**config.mk**
```make
export PLATFORM = sky130hd
export DESIGN_NAME = dmem_access_flat
export DESIGN_NICKNAME = d
export VERILOG_FILES = /design/src/rtl/dmem_pkg.sv /design/src/rtl/dmem_if.sv /design/src/rtl/dmem_ram.sv /design/src/rtl/dmem_access.sv /design/src/flat_wrapper.sv
export SDC_FILE = /design/constraint.sdc
export NUM_CORES = 2
export LEC_CHECK = 0
export ABC_CLOCK_PERIOD_IN_PS = 7700
export BUFFER_PORTS_ARGS = -buffer_cell sky130_fd_sc_hd__buf_4
export CAP_MARGIN = 15
export CELL_PAD_IN_SITES_DETAIL_PLACEMENT = 1
export CELL_PAD_IN_SITES_GLOBAL_PLACEMENT = 2
export CORE_UTILIZATION = 30
export CTS_BUF_LIST = sky130_fd_sc_hd__clkbuf_4 sky130_fd_sc_hd__clkbuf_8
export CTS_CLUSTER_SIZE = 10
export DETAILED_ROUTE_END_ITERATION = 7
export HOLD_SLACK_MARGIN = 0.06
export MAX_ROUTING_LAYER = met4
export PLACE_DENSITY = 0.61
export RECOVER_POWER = 50
export SETUP_SLACK_MARGIN = 0.15
export SYNTH_ARGS = -nofsm -noshare
export SYNTH_HDL_FRONTEND = slang
export SYNTH_SLANG_ARGS = --single-unit
```
**constraint.sdc**
```tcl
create_clock -name clk -period 7.7 [get_ports clk]
set_clock_uncertainty 0.15 [all_clocks]
set_input_delay 0.77 -clock clk [delete_from_list [all_inputs] [get_ports clk]]
set_output_delay 0.77 -clock clk [all_outputs]
set_load 0.005 [all_outputs]
```
**src/rtl/dmem_pkg.sv**
```systemverilog
// rtl/dmem_pkg.sv - shared types and defaults for the data-memory access block
// Purpose: FSM state encoding, default geometry/latency, counter sizing helper.
// Ports: none (package).
package dmem_pkg;

  typedef enum logic [1:0] {
    IDLE = 2'd0,
    WAIT = 2'd1,
    DONE = 2'd2
  } dmem_state_e;

  localparam int DEPTH_WORDS_DEF = 64;
  localparam int LATENCY_DEF     = 2;

  // Counter must hold LATENCY-1; keep at least one bit so LATENCY=1 still builds.
  function automatic int cnt_width(input int latency);
    return (latency > 1) ? $clog2(latency) : 1;
  endfunction

endpackage

```
**src/rtl/dmem_if.sv**
```systemverilog
// rtl/dmem_if.sv - memory-stage request/response bundle between pipeline and dmem
// Purpose: groups the load/store request and the stall/done/data response.
// Ports (master = pipeline side):
//   memread_m, memwrite_m, addr_m, wdata_m : request from the EX/MEM register
//   rdata_w                                : load data toward MEM/WB
//   stall_m, done, err_misaligned          : access status
interface dmem_if;
  logic        memread_m;
  logic        memwrite_m;
  logic [31:0] addr_m;
  logic [31:0] wdata_m;
  logic [31:0] rdata_w;
  logic        stall_m;
  logic        done;
  logic        err_misaligned;

  modport master (
    output memread_m, memwrite_m, addr_m, wdata_m,
    input  rdata_w, stall_m, done, err_misaligned
  );

  modport slave (
    input  memread_m, memwrite_m, addr_m, wdata_m,
    output rdata_w, stall_m, done, err_misaligned
  );
endinterface

```
**src/rtl/dmem_ram.sv**
```systemverilog
// rtl/dmem_ram.sv - single-port data RAM, synchronous write, combinational read
// Purpose: DEPTH_WORDS x 32 storage; contents survive reset.
// Ports:
//   clk   : clock
//   we    : write enable (word written on rising edge)
//   addr  : word index
//   wdata : write data
//   rdata : read data for addr (combinational)
module dmem_ram #(
  parameter int DEPTH_WORDS = 64,
  parameter int AW          = $clog2(DEPTH_WORDS)
) (
  input  logic          clk,
  input  logic          we,
  input  logic [AW-1:0] addr,
  input  logic [31:0]   wdata,
  output logic [31:0]   rdata
);

  logic [31:0] mem [DEPTH_WORDS];

  always_ff @(posedge clk) begin
    if (we) begin
      mem[addr] <= wdata;
    end
  end

  assign rdata = mem[addr];

endmodule

```
**src/rtl/dmem_access.sv**
```systemverilog
// rtl/dmem_access.sv - multi-cycle data-memory access with pipeline stall
// Purpose: accepts one load/store from the memory stage, stalls the pipeline
//   for LATENCY+1 cycles, performs the access and pulses done.
// Ports:
//   clk   : clock, rising edge
//   reset : synchronous, active-high
//   bus   : dmem_if slave (request in; rdata_w, stall_m, done, err_misaligned out)
module dmem_access
  import dmem_pkg::*;
#(
  parameter int DEPTH_WORDS = DEPTH_WORDS_DEF,
  parameter int LATENCY     = LATENCY_DEF
) (
  input  logic   clk,
  input  logic   reset,
  dmem_if.slave  bus
);

  localparam int AW = $clog2(DEPTH_WORDS);
  localparam int CW = cnt_width(LATENCY);

  localparam logic [1:0] ST_IDLE = IDLE;
  localparam logic [1:0] ST_WAIT = WAIT;
  localparam logic [1:0] ST_DONE = DONE;

  logic [1:0]    state;
  logic [CW-1:0] cnt;
  logic [AW-1:0] idx_q;
  logic          mis_q;
  logic [31:0]   wdata_q;
  logic          op_wr_q;
  logic          op_rd_q;
  logic [31:0]   rdata_q;
  logic [31:0]   ram_rdata;
  logic          req;
  logic          access_now;
  logic          ram_we;

  // Bits above the word index are deliberately ignored (address wrap).
  logic unused_addr_bits;
  assign unused_addr_bits = &{1'b0, bus.addr_m[31:AW+2]};

  assign req        = bus.memread_m | bus.memwrite_m;
  assign access_now = (state == ST_WAIT) && (cnt == '0);
  // Reset on the final WAIT edge must drop the store.
  assign ram_we     = access_now && op_wr_q && !reset;

  always_ff @(posedge clk) begin
    if (reset) begin
      state   <= ST_IDLE;
      cnt     <= '0;
      idx_q   <= '0;
      mis_q   <= 1'b0;
      wdata_q <= '0;
      op_wr_q <= 1'b0;
      op_rd_q <= 1'b0;
      rdata_q <= '0;
    end else begin
      case (state)
        ST_IDLE: begin
          if (req) begin
            idx_q   <= bus.addr_m[AW+1:2];
            mis_q   <= (bus.addr_m[1:0] != 2'b00);
            wdata_q <= bus.wdata_m;
            op_wr_q <= bus.memwrite_m;
            // A simultaneous read+write is treated as a store only.
            op_rd_q <= bus.memread_m & ~bus.memwrite_m;
            cnt     <= CW'(LATENCY - 1);
            state   <= ST_WAIT;
          end
        end
        ST_WAIT: begin
          if (cnt == '0) begin
            if (op_rd_q) begin
              rdata_q <= ram_rdata;
            end
            state <= ST_DONE;
          end else begin
            cnt <= cnt - 1'b1;
          end
        end
        ST_DONE: begin
          // The EX/MEM register still holds the finished request here.
          state <= ST_IDLE;
        end
        default: begin
          state <= ST_IDLE;
        end
      endcase
    end
  end

  dmem_ram #(
    .DEPTH_WORDS (DEPTH_WORDS),
    .AW          (AW)
  ) u_ram (
    .clk   (clk),
    .we    (ram_we),
    .addr  (idx_q),
    .wdata (wdata_q),
    .rdata (ram_rdata)
  );

  // Stall rises combinationally in the accepting IDLE cycle.
  assign bus.stall_m        = ((state == ST_IDLE) && req) || (state == ST_WAIT);
  assign bus.done           = (state == ST_DONE);
  assign bus.err_misaligned = (state == ST_DONE) && mis_q;
  assign bus.rdata_w        = rdata_q;

endmodule

```
**src/flat_wrapper.sv**
```systemverilog
// flat-port wrapper written by rule: the top's interface ports become plain ports
module dmem_access_flat import dmem_pkg::*;
#(
  parameter int DEPTH_WORDS = DEPTH_WORDS_DEF,
  parameter int LATENCY     = LATENCY_DEF
)
  (clk, reset, bus_memread_m, bus_memwrite_m, bus_addr_m, bus_wdata_m, bus_rdata_w, bus_stall_m, bus_done, bus_err_misaligned);
  dmem_if bus_i ();
  input  logic clk;
  input  logic reset;
  input wire logic [$bits(bus_i.memread_m)-1:0] bus_memread_m;
  input wire logic [$bits(bus_i.memwrite_m)-1:0] bus_memwrite_m;
  input wire logic [$bits(bus_i.addr_m)-1:0] bus_addr_m;
  input wire logic [$bits(bus_i.wdata_m)-1:0] bus_wdata_m;
  output wire logic [$bits(bus_i.rdata_w)-1:0] bus_rdata_w;
  output wire logic [$bits(bus_i.stall_m)-1:0] bus_stall_m;
  output wire logic [$bits(bus_i.done)-1:0] bus_done;
  output wire logic [$bits(bus_i.err_misaligned)-1:0] bus_err_misaligned;
  assign bus_i.memread_m = bus_memread_m;
  assign bus_i.memwrite_m = bus_memwrite_m;
  assign bus_i.addr_m = bus_addr_m;
  assign bus_i.wdata_m = bus_wdata_m;
  assign bus_rdata_w = bus_i.rdata_w;
  assign bus_stall_m = bus_i.stall_m;
  assign bus_done = bus_i.done;
  assign bus_err_misaligned = bus_i.err_misaligned;
  dmem_access #(.DEPTH_WORDS(DEPTH_WORDS), .LATENCY(LATENCY)) u_core (.clk(clk), .reset(reset), .bus(bus_i));
endmodule
```
# Word level (Yosys, flattened, before mapping)
# Memories as Yosys holds them, arrays and structs flattened. A register that Yosys moved wholly into a read port is not among the register bits.
# Index checks and enable logic that the tools add are counted.
dict set report classes {
  reduce_logical 14
  n_bitwise 4
  eq_ne 4
  mux 8
  n_addsub 1
}
# cell count
set op_table {}
lappend op_table {{AND reduction 2 bit} 3}
lappend op_table {{logical AND 1 bit} 5}
lappend op_table {{two-way mux 1 bit} 4}
lappend op_table {{two-way mux 2 bit} 2}
lappend op_table {{case mux 2 bit (2 select lines)} 1}
lappend op_table {{nonzero test 2 bit} 2}
lappend op_table {{AND reduction 3 bit} 1}
lappend op_table {{equality test 2 x 1 -> 1 bit (second input constant)} 1}
lappend op_table {{equality test 2 bit (second input constant)} 1}
lappend op_table {{logical NOT 2 bit} 1}
lappend op_table {{inequality test 2 x 1 -> 1 bit (second input constant)} 1}
lappend op_table {{inequality test 2 bit (second input constant)} 1}
lappend op_table {{inverter 1 bit} 2}
lappend op_table {{case mux 1 bit (2 select lines)} 1}
lappend op_table {{bitwise AND 1 bit} 1}
lappend op_table {{logical NOT 1 bit} 1}
lappend op_table {{logical OR 1 bit} 1}
lappend op_table {{OR 1 bit} 1}
lappend op_table {{subtractor 1 bit (second input constant)} 1}
dict set report totals {
  n_memories 1
  wordCells 39
  out_inout_bits 35
  ff_bits 44
  ramBits 2048
}
# name depth word_bits read_ports rd_clocked_by_memory_dff write_ports line
set memory_table {}
lappend memory_table {u_core.u_ram.mem 64 32 1 1 1 dmem_ram.sv:20} ;# logic [31:0] mem [DEPTH_WORDS];

# Depth between registers and ports, before layout
dict set report depth {
  depth_word 6
  mapped_depth 12
  mapped_depth_nobuf 6
}

# Cells and area by module
# A second synthesis with hierarchy kept.
dict set report hier_totals {
  hier_cells 4552
  area_unflattened_um2 81140.3
}
# mod seq_area_each_um2 n_inst area_each_um2 cells_per_inst
set modules_own_cells {}
lappend modules_own_cells {dmem_ram 61499.0 1 78287.6 4207}
lappend modules_own_cells {dmem_access 1521.5 1 2852.7 345}

# Worst setup path after synthesis
# OpenSTA, ideal clock, no wires.
dict set report synth_timing {
  kind {reg-to-reg}
  from {register u_core.idx_q[2]}
  to {memory u_core.u_ram.mem[15][0], enable pin}
  arrival_time_ns 3.006
  path_stages_with_launch 10
  setup_slack_ns 4.123
  path_buffers 7
  t_required_ns 7.129
  period_less_slack_ns 3.577
  setup_ns 0.421
  path_cell_list {dfxtp_1 buf_6 buf_6 buf_6 buf_6 buf_4 buf_2 buf_2 nand3_1 nor2_1}
}
# item line
set synth_lines {}
lappend synth_lines {{from (decl)} dmem_access.sv:28} ;# logic [AW-1:0] idx_q;
lappend synth_lines {{from (signal assigned)} dmem_access.sv:62} ;# idx_q <= bus.addr_m[AW+1:2];
lappend synth_lines {{to (decl)} dmem_ram.sv:20}
# No word-level cell before the write port.

# Worst setup path after layout
dict set report layout_timing {
  from {input reset}
  to {memory u_core.u_ram.mem[31][19], enable pin}
}
dict set report layout_between {
  elab_chain_len 4
}
# item line
set layout_lines {}
lappend layout_lines {{from (decl)} flat_wrapper.sv:10} ;# input logic reset;
lappend layout_lines {{logical NOT 1 bit} dmem_access.sv:46} ;# assign ram_we = access_now && op_wr_q && !reset;
lappend layout_lines {{logical AND 1 bit} dmem_access.sv:46}
lappend layout_lines {{two-way mux 1 bit} dmem_ram.sv:23} ;# if (we) begin
lappend layout_lines {{two-way mux 1 bit (implied by the code)} dmem_ram.sv:24} ;# mem[addr] <= wdata;
# Every way passes these cells.

==> results.sh <==
export IMPL_status="finished with violations"
export IMPL_violations="max-capacitance violations, max-slew violations"
export IMPL_final_nets=4925
export IMPL_num_io_pins=103
export IMPL_clock_latency_ns=1.10
export IMPL_die_x_um=522
export IMPL_synth_ff_type="edfxtp_1"
export IMPL_cp_required_ns=8.26
export IMPL_cp_cell_sequence="clkbuf_1 > nor3b_1 > and2_1 > nand3_1 > nor2_4 > buf_4"
export IMPL_cts_sinks=2124
export IMPL_cp_start_kind="input port"
export IMPL_cp_depth=6
export IMPL_critPathMaxStageDelay_ns=1.16
export IMPL_core_area_um2=268000
export IMPL_drv_cap=34
export IMPL_p_leak_nw=29.7
export IMPL_worst_pin_slew_ns=3.71
export IMPL_drcViolationCount=0
export IMPL_reg2reg_slack_ns=2.80
export IMPL_max_slew_margin_pct=-147
export IMPL_drtIter0Drc=6978
export IMPL_crit_path_start="reset"
export IMPL_rsz0062_at_grt="false"
export IMPL_vias=49400
export IMPL_async_reset_ff_share_pct=0
export IMPL_path_buf_inv=2
export IMPL_crit_arrival_ns=5.98
export IMPL_synth_top_cell_by_area="edfxtp_1"
export IMPL_min_path_type="reg2reg"
export IMPL_yosys_area_top_type_share_pct=75.8
export IMPL_grt_pass1_vias=48800
export IMPL_synth_ff_latch_count=2124
export IMPL_area_delta_synth_final_pct=16.6
export IMPL_start_util_pct=30.2
export IMPL_hold_end="u_core.op_wr_q$_SDFFE_PP0P_"
export IMPL_rows=190
export IMPL_crit_path_end_kind="flip-flop"
export IMPL_fin_setup_tns_ns=0
export IMPL_wirelength_um=310000
export IMPL_timing_final_crit_share_pct=70.4
export IMPL_finalInstanceArea_um2=94600
export IMPL_grt_usage_pct=22.9
export IMPL_fmax_mhz=185
export IMPL_synth_edff_count=2048
export IMPL_yosysWarnings=0
export IMPL_dp_hpwl_um=177000
export IMPL_worstSetupPathType="in2reg"
export IMPL_final_cell_mix="edfxtp_1, clkbuf_8, a221oi_1, buf_4, a22oi_1"
export IMPL_synth_area_per_cell_um2=18.2
export IMPL_powerDensity_nw_per_um2=270
export IMPL_setup_viol=0
export IMPL_final_common_cell="edfxtp_1"
export IMPL_netlist_instances=4459
export IMPL_placed_cell_area_um2=86900
export IMPL_cts_tree="yes"
export IMPL_min_period_ns=5.42
export IMPL_drive_gt1_share_pct=24.1
export IMPL_grt_max_degree=95
export IMPL_holdPathStages=2
export IMPL_rr_startpoint="u_core.state[0]$_SDFFE_PP0P_"
export IMPL_detail_route_antenna_nets=0
export IMPL_firstDrtPassIters=6
export IMPL_fin_worst_hold_slack_ns=0.329
export IMPL_overflow=0
export IMPL_reg2reg_depth=6
export IMPL_htreeDepth=5
export IMPL_yosys_cell_types_count=75
export IMPL_hold_violations=0
export IMPL_fp_dieArea_um2=273000
export IMPL_drv_slew=2147
export IMPL_cts_buffers=378
export IMPL_r2r_end="u_core.u_ram.mem[31][19]$_DFFE_PP_"
export IMPL_port_buffer_count=78
export IMPL_peakVddDrop_v=0.000197
export IMPL_grt_pass1_wl_um=417000
export IMPL_syn_nets=4527
export IMPL_crit_slowest_cell="nor2_4"
export IMPL_wire_per_inst_um=35.6
export IMPL_ys_top_cells_by_area="edfxtp_1, mux4_2, a221oi_1"
export IMPL_seq_area_frac_synth_pct=77.7
export IMPL_cp_top_family="simple AND/OR/NAND/NOR gates"
export IMPL_gp_congestion=0.816
export IMPL_root_buffer="clkbuf_8"
export IMPL_synth_area_um2=81200
export IMPL_antenna_found_initial=22
export IMPL_cts_max_path_buffers=4
export IMPL_hold_start="u_core.op_wr_q$_SDFFE_PP0P_"
export IMPL_vias_per_cell=5.67
export IMPL_worstPathMaxFanout=38
export IMPL_path_clk_slew_ns=0.06
export IMPL_die_h_um=522
==> worst reg2reg max path: cells and delay by family, from the launching register on <==
kind	cells	cell delay (ns)
flip-flops	1	0.41
buffers and inverters	1	0.50
AND/OR/NAND/NOR	5	3.46
==> synth_stat cells (6+ instances only) <==
master and number:
o221ai_1 17, mux4_2 118, clkbuf_1 86, a22o_1 40
and3_1 9, o31a_1 9, edfxtp_1 2048, nor2b_1 8
dfxtp_1 76, nand3_1 15, mux2i_1 199, a21oi_1 149
nand3b_1 6, mux2_2 141, buf_6 24, a311oi_1 24
o21ai_0 83, nor4_1 7, a22oi_1 222, a2bb2oi_1 7
nand2_1 168, buf_2 133, o2bb2ai_1 14, a31oi_1 29
a221oi_1 235, o31ai_1 6, buf_1 27, o22ai_1 137
a222oi_1 12, a211oi_1 13, and2_1 7, nor2_1 167
buf_4 55, nor3_1 26, nand2b_1 6, a221o_1 37
o22a_1 8
==> worst max-delay path by stage <==
stage | to | slack (ns)
after detailed placement | u_core.u_ram.mem[31][2]$_DFFE_PP_ | 2.50
after CTS | u_core.u_ram.mem[31][19]$_DFFE_PP_ | 2.91
final | u_core.u_ram.mem[31][19]$_DFFE_PP_ | 2.28
after global routing | u_core.u_ram.mem[31][23]$_DFFE_PP_ | 2.33
after floorplan | u_core.u_ram.mem[15][0]$_DFFE_PP_ | 4.12
after global placement | u_core.u_ram.mem[31][2]$_DFFE_PP_ | 2.55
==> cell families (layout without fill, tap and decap cells) <==
group | count (synthesis) | after routing | synth area share, %
compound gates | 1094 | 1094 | 9.96
buf+inv | 330 | 1014 | 2.22
flops | 2124 | 2124 | 77.7
mux | 462 | 462 | 7.75
other cells | 0 | 4 | 0
simple gates | 449 | 449 | 2.42
==> layer usage <==
layer  share of wire, %  wire [um]  GRT usage (%)  vias up
met2                 45     140000           34.2     2742
met3                9.7      30100           4.90      441
met4                2.4       7370           5.99        0
met5                  0          0              -        -
li1                   -          -              -    19400
met1                 43     133000           31.7    26800
==> cell type report <==
cell class,count,area (um^2)
repair buffers,344,2840
flip-flops and latches,2124,63100
well taps,3552,4440
diodes,4,10.0
multi-input cells,2005,17000
clock inverters,114,611
clock buffers,552,6680
inverters,4,25.0
fillers,26800,174000
==> registers in the layout, summed over array words and instances (netlist names) <==
register	flops
u_core.bus.rdata_w	32
u_core.u_ram.mem	2048
u_core.mis_q	1
u_core.idx_q	6
u_core.cnt	1
u_core.op_wr_q	1
u_core.state	2
u_core.wdata_q	32
u_core.op_rd_q	1
==> what timing repair did <==
item                                   4_1_cts  5_1_grt
resized for setup                            0        0
buffers inserted                             0        0
endpoints found under the hold margin       42        0
hold buffers                                53        0
==> power breakdown <==
part           internal (mW)  switching, mW  leakage, nW  total (mW)
Combinational          0.602           1.65         6.21        2.25
Sequential              12.9         0.0657         19.6        12.9
Clock                   5.67           4.74         3.90        10.4
==> metrics by stage <==
step | total power [mW] | cells | worst slack [ns] | util, %
detailed placement | 15.3 | 7972 | 2.50 | 32.4
floorplan | 14.3 | 4459 | 4.12 | -
global placement | 15.3 | 7968 | 2.55 | 32.4
CTS | 25.6 | 8691 | 2.91 | 35.3
global route | 26.2 | 8698 | 2.33 | 35.3
finish | 25.6 | 8699 | 2.28 | 35.3
No activity file was read; power rests on OpenSTA's default activity.
